### config.mk
export PLATFORM = sky130hd
export DESIGN_NAME = ps2_scancode_rx
export DESIGN_NICKNAME = d
export VERILOG_FILES = /design/src/rtl/ps2_scancode_rx.sv
export SDC_FILE = /design/constraint.sdc
export NUM_CORES = 1
export LEC_CHECK = 0
export ABC_AREA = 1
export CELL_PAD_IN_SITES_DETAIL_PLACEMENT = 1
export CELL_PAD_IN_SITES_GLOBAL_PLACEMENT = 1
export CORE_AREA = 2 2 107 119
export CTS_CLUSTER_SIZE = 40
export DETAILED_ROUTE_END_ITERATION = 6
export DIE_AREA = 0 0 109 121
export GPL_ROUTABILITY_DRIVEN = 0
export HOLD_SLACK_MARGIN = 0.15
export PLACE_DENSITY_LB_ADDON = 0.2
export SYNTH_ARGS = -nofsm -noshare
export SYNTH_HDL_FRONTEND = slang
export SYNTH_SLANG_ARGS = --single-unit
### constraint.sdc
create_clock -name clk -period 2.13 [get_ports clk]
set_input_delay 0.426 -clock clk [delete_from_list [all_inputs] [get_ports clk]]
set_output_delay 0.426 -clock clk [all_outputs]
set_load 0.02 [all_outputs]
### src/rtl/ps2_scancode_rx.sv
// ps2_scancode_rx
// Receive-only PS/2 keyboard front end. Resynchronises and deglitches the raw
// PS/2 lines, assembles 11-bit frames on falling edges of the filtered clock,
// validates start/parity/stop, and runs a prefix decoder (E0 / F0 / E1) that
// turns the byte stream into one key event per scancode.
//
// Ports
//   clk        system clock, all state on its rising edge
//   reset      asynchronous, active-low reset
//   ps2_clk    raw PS/2 clock line (asynchronous, never driven here)
//   ps2_data   raw PS/2 data line  (asynchronous, never driven here)
//   ps2_key    [10] toggle strobe, [9] pressed, [8] extended, [7:0] scancode
//   frame_err  one-cycle pulse on a parity, start, stop or timeout error
module ps2_scancode_rx #(
  parameter int FILTER_LEN     = 8,
  parameter int TIMEOUT_CYCLES = 50000
) (
  input  logic        clk,
  input  logic        reset,
  input  logic        ps2_clk,
  input  logic        ps2_data,
  output logic [10:0] ps2_key,
  output logic        frame_err
);

  localparam int FILT_W = (FILTER_LEN > 1) ? $clog2(FILTER_LEN) : 1;
  localparam int TO_W   = (TIMEOUT_CYCLES > 1) ? $clog2(TIMEOUT_CYCLES) : 1;

  typedef enum logic [2:0] {
    ST_IDLE,
    ST_EXT,
    ST_REL,
    ST_EXT_REL,
    ST_SKIP
  } state_t;

  logic [1:0]        r_clkSync;
  logic [1:0]        r_dataSync;
  logic              r_filtClk;
  logic [FILT_W-1:0] r_filtCnt;
  logic [3:0]        r_bitCnt;
  logic [9:0]        r_shift;
  logic [TO_W-1:0]   r_toCnt;
  logic              r_frameDone;
  logic              r_frameOk;
  logic [7:0]        r_frameByte;
  logic              r_timeout;
  state_t            r_state;
  logic [2:0]        r_skipCnt;

  logic w_clkS;
  logic w_dataS;
  logic w_filtFlip;
  logic w_fall;
  logic w_pressed;
  logic w_ext;

  assign w_clkS  = r_clkSync[1];
  assign w_dataS = r_dataSync[1];

  // The filtered clock flips on the cycle the synchronized level has disagreed
  // for FILTER_LEN cycles in a row; that same cycle is the falling-edge event.
  assign w_filtFlip = (w_clkS != r_filtClk) && (r_filtCnt == FILT_W'(FILTER_LEN - 1));
  assign w_fall     = w_filtFlip && r_filtClk;

  assign w_pressed = !((r_state == ST_REL) || (r_state == ST_EXT_REL));
  assign w_ext     = (r_state == ST_EXT) || (r_state == ST_EXT_REL);

  // Two-flop synchronizers; reset to the idle (high) bus level.
  always_ff @(posedge clk or negedge reset) begin
    if (!reset) begin
      r_clkSync  <= 2'b11;
      r_dataSync <= 2'b11;
    end else begin
      r_clkSync  <= {r_clkSync[0], ps2_clk};
      r_dataSync <= {r_dataSync[0], ps2_data};
    end
  end

  // Glitch filter: any return to agreement restarts the run-length count.
  always_ff @(posedge clk or negedge reset) begin
    if (!reset) begin
      r_filtClk <= 1'b1;
      r_filtCnt <= '0;
    end else if (w_clkS == r_filtClk) begin
      r_filtCnt <= '0;
    end else if (w_filtFlip) begin
      r_filtClk <= w_clkS;
      r_filtCnt <= '0;
    end else begin
      r_filtCnt <= r_filtCnt + 1'b1;
    end
  end

  // Frame assembly. Bits shift in from the top so that after ten samples the
  // start bit sits in [0], data in [8:1] and parity in [9]; the stop bit is
  // judged straight off the line. A falling edge always beats the timeout.
  always_ff @(posedge clk or negedge reset) begin
    if (!reset) begin
      r_bitCnt    <= 4'd0;
      r_shift     <= '0;
      r_toCnt     <= '0;
      r_frameDone <= 1'b0;
      r_frameOk   <= 1'b0;
      r_frameByte <= 8'h00;
      r_timeout   <= 1'b0;
    end else begin
      r_frameDone <= 1'b0;
      r_timeout   <= 1'b0;
      if (w_fall) begin
        r_toCnt <= '0;
        if (r_bitCnt == 4'd10) begin
          r_bitCnt    <= 4'd0;
          r_frameDone <= 1'b1;
          r_frameOk   <= !r_shift[0] && w_dataS && (^r_shift[9:1]);
          r_frameByte <= r_shift[8:1];
        end else begin
          r_shift  <= {w_dataS, r_shift[9:1]};
          r_bitCnt <= r_bitCnt + 4'd1;
        end
      end else if (r_bitCnt != 4'd0) begin
        if (r_toCnt == TO_W'(TIMEOUT_CYCLES - 1)) begin
          r_bitCnt  <= 4'd0;
          r_toCnt   <= '0;
          r_timeout <= 1'b1;
        end else begin
          r_toCnt <= r_toCnt + 1'b1;
        end
      end else begin
        r_toCnt <= '0;
      end
    end
  end

  // Byte decoder. While skipping a Pause sequence every valid byte (E1
  // included) is only counted, so the whole E1 .. 77 burst is swallowed.
  // A timeout keeps the prefix; a bad frame throws it away.
  always_ff @(posedge clk or negedge reset) begin
    if (!reset) begin
      r_state   <= ST_IDLE;
      r_skipCnt <= 3'd0;
      ps2_key   <= 11'h000;
      frame_err <= 1'b0;
    end else begin
      frame_err <= 1'b0;
      if (r_timeout) begin
        frame_err <= 1'b1;
      end else if (r_frameDone) begin
        if (!r_frameOk) begin
          frame_err <= 1'b1;
          r_state   <= ST_IDLE;
          r_skipCnt <= 3'd0;
        end else if (r_state == ST_SKIP) begin
          r_skipCnt <= r_skipCnt - 3'd1;
          if (r_skipCnt == 3'd1) begin
            r_state <= ST_IDLE;
          end
        end else begin
          case (r_frameByte)
            8'hE1: begin
              r_state   <= ST_SKIP;
              r_skipCnt <= 3'd7;
            end
            8'h00, 8'hFF: begin
              r_state <= ST_IDLE;
            end
            8'hE0: begin
              if (r_state == ST_IDLE) begin
                r_state <= ST_EXT;
              end
            end
            8'hF0: begin
              if (r_state == ST_IDLE) begin
                r_state <= ST_REL;
              end else if (r_state == ST_EXT) begin
                r_state <= ST_EXT_REL;
              end
            end
            default: begin
              ps2_key <= {~ps2_key[10], w_pressed, w_ext, r_frameByte};
              r_state <= ST_IDLE;
            end
          endcase
        end
      end
    end
  end

endmodule
==> summary.md <==
| Metric | Value |
|---|---|
| Vias per inst | 4.47 |
| Num rows | 42 |
| Unrepaired setup endpoints after global routing | false |
| Pre-Repair DR Iteration Count | 4 |
| CORE AREA | 11900 sq um |
| Antenna-violating nets left | 0 |
| Worst Setup Path Type | reg2reg |
| CTS tree | yes |
| IO Port Bufs | 15 |
| Diodes inserted | 0 |
| Post-CTS Hold Fix Bufs | 1 |
| Dpl cells | around 560 |
| Dominant synthesized flop cell | dfrtp_1 |
| FMAX | 0.548 GHz |
| Setup violators final | 0 |
| Status | complete, no violations |
| Root buffer cell | clkbuf_16 |
| Min cycle time layout | 1.83 ns |
| Hpwl dp | 5610 um |
| Clock Skews | 0.00790 ns |
| Final setup slack of the worst path | between 0.3 and 0.4 ns |
| Post-CTS Resized | 0 |
| Cell Count, Final, Fillers Out | just under 600 |
| DIE WIDTH | 109 um |
| Worst-skew pair later-pin latency | 0.33 ns |
| Post-synthesis async set-or-reset flop share | 100% |
| Data required, critical path | between 2 and 2.5 ns |
| Via count | approximately 2600 |
| Final Max Slew Viols | 0 |
| Critical Path End Type | register |
| Fillers | 1427 |
| Post-synth EDFFs | 0 |
| Pwr per Cell Area | 747 nW/um^2 |
| Worst vdd ir | approximately 440 uV |
| Routed WL | around 7500 um |
| Total GRT Usage | about 13% |
| Unique masters post-synth | 31 |
| Worst-path maximum fanout | 7 |
| Layout cells sized above 1 | 16.0% |
| Grt total ovfl | 0 |
| Mapped Cells | 395 |
| Worst slew pin tran | about 0.6 ns |
| Initial antenna violation count | 0 |
| Area occupied by multi-input gates | 1370 sq um |
| Vias in the first global route | 2812 |
| Drt wl/cell | 13.0 um |
| Warnings, synthesis | 0 |
| Sequential-to-total area share from yosys stat | 51.0% |
| Syn Area/Cell | approximately 8.3 sq um |
| CTS max path bufs | 2 |
| DR iter-0 viols | 72 |
| H-Tree Depth | 3 |
| First-pass GRT wire length | around 14000 um |
| Residual DRC | 0 |
| Die Span Y | 121 um |
| Post-CTS Repair Setup Buffers | 0 |
| Total CTS buffers | 9 |
| Max_cap viols | 0 |
| Synth Net Count | roughly 410 |
| Largest net degree at the start of global routing | 25 |
| Die Area | 13200 sq um |
| Worst EP arrival | about 2.1 ns |
| Critical Path Start Type | register |
| Relative slew slack | 59.3% |
| Layout Utilization | 33.0% |
| Final number of hold-violating endpoints | 0 |
| Clock slew at reported path FFs | ~0.060 ns |
| Initial Util | 27.6% |
| Nets@finish | 432 |
| Clock tree sinks | 67 |
| Area growth syn-to-layout | 19.4% |
| HP Class | reg2reg |
| Area of the mapped netlist | 3300 sq um |
| Register area | 1680 sq um |
| IO Pins | 16 |
| Fin crit share | between 80% and 90% |
| #FFs+latches synth | 67 |
| Worst slack, placed | 0.282 ns |
| Setup Total Neg Slack | 0 ns |
| Leakage | 0.00170 uW |
## stage by stage
step           hold slack [ns]  power, uW  instance area, sq um
2_1_floorplan            0.130       1410                  3300
3_3_place_gp             0.347       1470                  3630
3_5_place_dp             0.347       1480                  3630
4_1_cts                  0.361       2990                  3940
6_report                 0.358       2940                  3940
5_1_grt                  0.365       3090                  3940
## per-layer routing
layer	share of wire, %	GRT usage, %	wire [um]
met1	46	16.1	3430
met2	51	22.6	3820
met3	2.1	2.85	155
met4	1.7	6.49	129
met5	0	0	0
## layout make-up
type                            instances  share of cell area, %
Sequential cell                        67                   42.7
Multi-Input combinational cell        268                   34.7
Inverter                               54                   5.15
Clock inverter                          5                   1.33
Tap cell                              154                   4.89
Clock buffer                           11                   6.16
Timing Repair Buffer                   20                   5.02
## cells in the final DEF, fill, tap and decap left out, types with 4 or more instances in the layout
master           synthesis  routed
nor3_1                  13      13
inv_2                   12      12
ha_1                     8       8
nand4_1                  6       6
nand2_2                 11      11
nand3_1                 24      24
nand2_1                102     102
a21oi_1                  8       8
o21ai_2                 10      10
dfstp_2                  5       5
o21ai_1                 26      26
dfrtp_1                 62      62
clkdlybuf4s50_1          0      14
clkbuf_16                0       9
nor2_1                  36      36
inv_1                   41      41
o21ai_0                  4       4
## worst max-delay path: stages (launching register included)
cell     delay, ns
dfrtp_1       0.38
ha_1          0.20
ha_1          0.24
nand2_2       0.17
nand2_1       0.12
a21oi_1       0.39
nand2_1       0.10
a21oi_1       0.15
## synthesized netlist by cell type, types with 8 or more instances
library cell | count | share of area, %
nand2_2 | 11 | 2.1
nor2_1 | 36 | 4.1
nor3_1 | 13 | 2.0
dfrtp_1 | 62 | 47
nand3_1 | 24 | 3.6
nand2_1 | 102 | 12
o21ai_2 | 10 | 2.7
inv_1 | 41 | 4.7
inv_2 | 12 | 1.4
ha_1 | 8 | 3.0
a21oi_1 | 8 | 1.2
o21ai_1 | 26 | 3.9
## logic make-up (layout without fill, tap and decap cells)
family / Yosys count / count (layout) / synth area share [%]
fa+ha+maj: 8 / 8 / 3.04
xor+xnor: 5 / 5 / 1.33
buf+inv: 60 / 90 / 7.51
simple gates: 205 / 205 / 28.2
flops: 67 / 67 / 51.0
compound gates: 50 / 50 / 8.88
## power breakdown
part           leakage [uW]  internal [uW]  switching, uW
combinational      0.000642           42.4           69.9
clock              0.000145            932            560
sequential         0.000917           1320           19.9
total               0.00170           2290            649
## final timing paths
kind | start | endpoint | slack (ns) | depth (start not counted)
max | r_filtCnt[0]$_DFF_PN0_ | r_toCnt[4]$_DFF_PN0_ | 0.30 | 7
min | r_dataSync[0]$_DFF_PN1_ | r_dataSync[1]$_DFF_PN1_ | 0.36 | 0
max reg2reg | r_filtCnt[0]$_DFF_PN0_ | r_toCnt[4]$_DFF_PN0_ | 0.30 | 7
min reg2reg | r_dataSync[0]$_DFF_PN1_ | r_dataSync[1]$_DFF_PN1_ | 0.36 | 0
max in group asynchronous | reset | ps2_key[0]$_DFFE_PN0P_ | 0.86 | 3
min in group asynchronous | reset | r_shift[4]$_DFFE_PN0P_ | 0.63 | 2
## sequential cells by signal, summed over array words and instances (netlist names), 2 cells and up
signal / cells
r_frameByte: 8
r_dataSync: 2
r_clkSync: 2
r_state: 3
r_filtCnt: 3
r_shift: 10
ps2_key: 11
r_skipCnt: 3
r_toCnt: 16
r_bitCnt: 4
Note: power is estimated with default switching activity, not from simulation.
